==> src/rtl/fetch_stage.sv <==
// Instruction-fetch stage: PC, ready-handshake instruction memory port,
// IF/ID pipeline register with decode-field slicing, stall hold buffer and redirect flush.
module fetch_stage #(
    parameter logic [31:0] RESET_PC = 32'h0000_0000,
    parameter int unsigned PC_INC   = 4
) (
    input  logic        clk,
    input  logic        rst,
    input  logic        stall,
    input  logic        redirect,
    input  logic [31:0] redirect_pc,
    output logic        imem_req,
    output logic [31:0] imem_addr,
    input  logic [31:0] imem_rdata,
    input  logic        imem_ready,
    output logic        if_valid,
    output logic [31:0] if_pc,
    output logic [31:0] if_instr,
    output logic [5:0]  opcode,
    output logic [4:0]  rs,
    output logic [4:0]  rt,
    output logic [4:0]  rd,
    output logic [4:0]  shamt,
    output logic [5:0]  funct,
    output logic [15:0] imm,
    output logic [25:0] jaddr
);

    typedef enum logic {
        S_REQ,
        S_HOLD
    } state_e;

    state_e      state_q, state_d;
    logic [31:0] pc_q, pc_d;
    logic        valid_q, valid_d;
    logic [31:0] ifpc_q, ifpc_d;
    logic [31:0] instr_q, instr_d;
    logic [31:0] bufpc_q, bufpc_d;
    logic [31:0] bufinstr_q, bufinstr_d;
    logic [31:0] pc_next;

    assign pc_next = pc_q + 32'(PC_INC);

    always_comb begin
        state_d    = state_q;
        pc_d       = pc_q;
        valid_d    = valid_q;
        ifpc_d     = ifpc_q;
        instr_d    = instr_q;
        bufpc_d    = bufpc_q;
        bufinstr_d = bufinstr_q;

        if (redirect) begin
            // Flush wins over stall; any response arriving this cycle is dropped.
            pc_d    = {redirect_pc[31:2], 2'b00};
            valid_d = 1'b0;
            ifpc_d  = '0;
            instr_d = '0;
            state_d = S_REQ;
        end else begin
            unique case (state_q)
                S_REQ: begin
                    if (imem_ready) begin
                        pc_d = pc_next;
                        if (stall) begin
                            bufpc_d    = pc_q;
                            bufinstr_d = imem_rdata;
                            state_d    = S_HOLD;
                        end else begin
                            valid_d = 1'b1;
                            ifpc_d  = pc_q;
                            instr_d = imem_rdata;
                        end
                    end else if (!stall) begin
                        valid_d = 1'b0;
                        instr_d = '0;
                    end
                end
                S_HOLD: begin
                    if (!stall) begin
                        valid_d = 1'b1;
                        ifpc_d  = bufpc_q;
                        instr_d = bufinstr_q;
                        state_d = S_REQ;
                    end
                end
                default: state_d = S_REQ;
            endcase
        end
    end

    always_ff @(posedge clk) begin
        if (rst) begin
            state_q    <= S_REQ;
            pc_q       <= RESET_PC;
            valid_q    <= 1'b0;
            ifpc_q     <= '0;
            instr_q    <= '0;
            bufpc_q    <= '0;
            bufinstr_q <= '0;
        end else begin
            state_q    <= state_d;
            pc_q       <= pc_d;
            valid_q    <= valid_d;
            ifpc_q     <= ifpc_d;
            instr_q    <= instr_d;
            bufpc_q    <= bufpc_d;
            bufinstr_q <= bufinstr_d;
        end
    end

    assign imem_req  = (state_q == S_REQ);
    assign imem_addr = {pc_q[31:2], 2'b00};

    assign if_valid = valid_q;
    assign if_pc    = ifpc_q;
    assign if_instr = instr_q;

    assign opcode = instr_q[31:26];
    assign rs     = instr_q[25:21];
    assign rt     = instr_q[20:16];
    assign rd     = instr_q[15:11];
    assign shamt  = instr_q[10:6];
    assign funct  = instr_q[5:0];
    assign imm    = instr_q[15:0];
    assign jaddr  = instr_q[25:0];

endmodule
==> config.mk <==
export PLATFORM = sky130hd
export DESIGN_NAME = fetch_stage
export DESIGN_NICKNAME = d
export VERILOG_FILES = /design/src/rtl/fetch_stage.sv
export SDC_FILE = /design/constraint.sdc
export NUM_CORES = 1
export LEC_CHECK = 0
export CAP_MARGIN = 20
export CELL_PAD_IN_SITES_DETAIL_PLACEMENT = 2
export CELL_PAD_IN_SITES_GLOBAL_PLACEMENT = 2
export CORE_MARGIN = 2
export CORE_UTILIZATION = 28
export DETAILED_ROUTE_END_ITERATION = 10
export HOLD_SLACK_MARGIN = 0.12
export PLACE_DENSITY = 0.95
export SLEW_MARGIN = 20
export SYNTH_ARGS = -nofsm -noshare
export SYNTH_HDL_FRONTEND = slang
export SYNTH_SLANG_ARGS = --single-unit
==> constraint.sdc <==
create_clock -name clk -period 3.55 [get_ports clk]
set_input_delay 0.8875 -clock clk [delete_from_list [all_inputs] [get_ports clk]]
set_output_delay 0.8875 -clock clk [all_outputs]
set_load 0.02 [all_outputs]
* Word-level counts from Yosys, hierarchy flattened *
Index checks and enable logic that the tools add are counted.

operators by class
  add/sub/neg operators = 1
  eq/ne operators = 5
  multiplexer cells = 19
  bitwise logic cells = 2
  reduce and logical (&&, ||, !) cells = 7

operators with widths
  cell                                                   number
  two-way mux 32 bit                                     10
  case mux 32 bit (2 select lines)                       2
  adder 32 x 3 -> 32 bit, second input constant          1
  inequality test 2 bit, second input constant           3
  AND reduction 2 bit                                    3
  two-way mux 1 bit                                      5
  case mux 1 bit (2 select lines)                        2
  AND reduction 4 bit                                    1
  inequality test 3 x 2 -> 1 bit, second input constant  1
  AND reduction 3 bit                                    1
  inequality test 2 x 1 -> 1 bit, second input constant  1
  NOT 1 bit                                              2
  nonzero test 2 bit                                     1
  OR reduction 2 bit                                     1

storage, ports and cells
  bits in registers = 162
  bits of input ports = 69
  output and inout port bits = 172
  logic and storage cells = 42

* Longest topological paths before layout *
  depth after elaboration = 4
  mapped depth = 8
  mapped depth without buffers = 5

* Worst setup path before layout *
OpenSTA, ideal clock, no wires.

  path kind = input -> register
  start = in imem_ready
  end = reg pc_q[30]
  library setup time = 91 ps
  arrival time = 2,156 ps
  data required time = 3,459 ps
  setup slack = 1,303 ps
  stages on the path = 5
  buffers on the path = 1
  cells stage by stage = buf_2 -> and4b_2 -> nand3_4 -> or4_1 -> a311oi_1

on the way
  word-level cells in the longest chain between the ends = 2

RTL lines
  what                                  line  RTL
  from (decl)                           15    input logic imem_ready,
  nonzero test 2 bit (no source line)   -
  AND reduction 2 bit (no source line)  -
  to (signal assigned)                  104   pc_q <= pc_d;
  to (decl)                             35    logic [31:0] pc_q, pc_d;

Every way passes these cells.
A chain may end at the register's enable or synchronous reset.

* Worst setup path in the final report *
  start = reg state_q
  end = out imem_req

on the way
  word-level cells in the longest chain between the ends = 1

RTL lines
  what                        line  RTL
  from (decl)                 34    state_e state_q, state_d;
  from (signal assigned)      103   state_q <= state_d;
  NOT 1 bit (no source line)  -
  to (decl)                   12    output logic imem_req,

Every way passes these cells.

==> flow_metrics.py <==
metrics = {
    "timing": {
        "maxSlewHeadroom_pct": 54.76,
        "setup_tns_ns": 0,
        "tightest_slew_ns": 0.6786,
        "fmax_mhz": 360.9,
        "fin_crit_sh_pct": 78.04,
        "min_period_ns": 2.771,
        "drv_slew": 0,
        "rsz0062_at_grt": "no",
        "hold_viol": 0,
        "clock-skew-final_ns": 0.01621,
        "setup_viol": 0,
    },
    "routing": {
        "wl_per_cell_um": 18.88,
        "wirelength_um": 26300,
        "dr.pass1.iters": 4,
        "drtIter0Drc": 241,
        "num_vias": 7064,
        "antenna_left": 0,
        "viasPerCell": 5.071,
        "route.detailed.drc": 0,
    },
    "clock_tree": {
        "h-tree-depth": 4,
        "ctsResizeCount": 0,
        "root_buffer": "clkbuf_16",
        "cts-buffers-inserted": 17,
        "cts.sinks": 156,
        "clkLatencyLatePin_ns": 0.42,
        "clkSlewWorstSetupHoldPaths_ns": 0.07,
        "cts_buffer_depth": 2,
        "hold_buffers": 0,
        "cts_tree": "done",
        "cts_setup_buffers": 0,
    },
    "floorplan": {
        "rows": 59,
        "fp.coreArea_sq_um": 26060,
        "die_x_um": 166.7,
        "start_util_pct": 28.46,
        "ios": 241,
        "dieArea_sq_um": 27800,
        "die_h_um": 166.7,
    },
    "synth": {
        "synth_largest_area_cell": "dfxtp_1",
        "async_flop_share_pct": 0,
        "ys_seq_area_share_pct": 42.11,
        "yosys-top-cells-area": "dfxtp_1 (42%), a21oi_1 (8.8%), nand2_1 (8.6%)",
        "synth.avg_cell_area_sq_um": 8.000,
        "ys_types": 45,
        "synth_flop_cell": "dfxtp_1",
        "yosysTopAreaCellShare_pct": 42.11,
        "syn_area_sq_um": 7416,
        "synth_edf_count": 0,
        "synth-warning-count": 0,
        "netlist_instances": 927,
        "synth_seq_cells": 156,
    },
    "global_route": {
        "globalRouteTotalUtil_pct": 18.96,
        "grt_max_degree": 63,
        "use_met1_pct": 21.94,
        "top_usage_layer": "met2",
        "grt_overflow": 0,
        "grt_pass1_vias": 7626,
        "met2_usage_pct": 36.26,
        "grt_pass1_wl_um": 42440,
        "grt_util_met3_pct": 3.945,
        "grt_antenna_before_repair": 1,
    },
    "hold_path": {
        "min_path_type": "reg2reg",
    },
    "placed_design": {
        "place.gp.congestion": 0.7721,
        "port_buffers": 234,
        "dp_hpwl_um": 18280,
    },
    "layout": {
        "post-route-util_pct": 38.47,
        "drive_gt1_share_pct": 5.766,
        "multi_input_area_sq_um": 3402,
        "n_fill_cell": 2914,
        "area_growth_pct": 35.20,
        "diodes": 0,
        "regArea_sq_um": 3127,
        "layout.nets": 1115,
    },
    "critical_path": {
        "path_max_fanout": 61,
        "crit_arrival_ns": 1.88,
        "cp.required_ns": 2.66,
        "cp_slowest_stage_delay_ns": 0.78,
        "crit_type": "reg2out",
        "end_kind": "output port",
        "path_cells": "inv_1, clkdlybuf4s50_1",
        "startpoint_type": "register",
        "cp_slowest_cell": "dfxtp_4",
    },
    "pwr": {
        "power.density_nw_per_um2": 428.8,
        "irDropWorstVdd_uv": 265.1,
        "total_power_mw": 4.300,
        "p_leak_nw": 3.278,
    },
    "status": {
        "status": "complete, no violations",
    },
    "job": {
        "drv_cap": 0,
    },
}
==> cell usage after synthesis (5+ instances only) <==
cell type and instances:
or4_1 10, nand3_1 10, mux2i_1 31, a211oi_1 38
nand2_1 170, a21oi_1 130, o21ai_0 8, and3_1 7
nand4_1 12, and4_1 6, buf_4 79, o31ai_1 10
or3_1 5, clkbuf_1 55, nor2_1 92, dfxtp_1 156
a311oi_1 14, xor2_1 6, buf_2 14, nand3b_1 33
inv_1 6
==> path summary, 6_finish.rpt <==
check	cells after the start	end	start	slack [ns]
worst max-delay path	2	imem_req	state_q$_SDFF_PP0_	0.78
worst min-delay path	2	bufinstr_q[20]$_SDFFE_PP0P_	bufinstr_q[20]$_SDFFE_PP0P_	0.46
worst max register to register	4	pc_q[29]$_SDFFE_PP0P_	state_q$_SDFF_PP0_	0.99
worst min register to register	2	bufinstr_q[20]$_SDFFE_PP0P_	bufinstr_q[20]$_SDFFE_PP0P_	0.46
==> through the flow <==
step,worst slack [ns],cells,area (sq um),hold WS (ns)
6_report,0.7794,1393,10030,0.4590
5_1_grt,0.6737,1393,10030,0.4807
4_1_cts,0.7402,1393,10030,0.4638
3_5_place_dp,0.6272,1361,9430,0.4531
3_3_place_gp,0.7584,1361,9430,0.4410
2_1_floorplan,1.303,930,7427,0.4360
==> where the power goes <==
part	internal (mW)	switching, mW	leakage [nW]
clock network	0.953	0.885	0.290
registers	1.81	0.0856	1.27
logic	0.254	0.311	1.72
==> logic make-up (layout without fill, tap and decap cells) <==
logic type | after synthesis | after routing | synth area share (%)
muxes | 31 | 31 | 4.184
and+or+nand+nor | 364 | 364 | 23.25
other | 1 | 4 | 0.05057
AOI/OAI and AO/OA | 207 | 207 | 16.69
DFF | 156 | 156 | 42.11
adders and majority gates | 1 | 1 | 0.1687
xor gates and xnor gates | 9 | 9 | 1.063
buffers and inverters | 158 | 286 | 12.49
==> cell type report <==
| class | count | area share, % |
|---|---|---|
| clock inverter | 15 | 1.697 |
| timing repair buffer | 248 | 24.54 |
| clock buffer | 17 | 4.243 |
| multi-input combinational | 616 | 33.93 |
| sequential | 156 | 31.19 |
| tap | 335 | 4.181 |
| inverter | 6 | 0.2246 |
==> placed cells by master (no fill, tap or decap), types with 4 or more instances in the layout <==
cell type        netlist  layout
or3_1                  5       5
inv_1                  6       5
a211oi_1              38      38
nand2_1              170     169
and4_1                 6       6
clkbuf_16              0      17
inv_8                  0       7
a21oi_1              130     130
xor2_1                 6       6
clkdlybuf4s50_1        0     231
conb_1                 1       4
or4_1                 10      10
a311oi_1              14      14
dfxtp_1              156     155
and3_1                 7       6
mux2i_1               31      31
nand3_1               10       9
nor2_1                92      91
nand4_1               12      12
o21ai_0                8       8
buf_4                 79      13
nand3b_1              33      33
o31ai_1               10      10
==> worst max-delay path, delay by kind of cell, from the launching register on <==
family	cells	cell delay (ns)
buffers and inverters	2	0.66
DFF	1	0.78
==> per-layer routing <==
layer / share of wire [%] / vias up / routed length, um
met4: 0.62 / 0 / 163
met3: 4.3 / 11 / 1130
met2: 52 / 188 / 13780
met1: 43 / 3505 / 11220
li1: - / 3360 / -
met5: 0 / - / 0
==> sequential cells by signal, indices dropped and copies added (netlist names) <==
name        count
bufinstr_q     32
if_instr       32
bufpc_q        30
if_pc          30
pc_q           30
if_valid        1
state_q         1
Note: power is estimated with default switching activity, not from simulation.
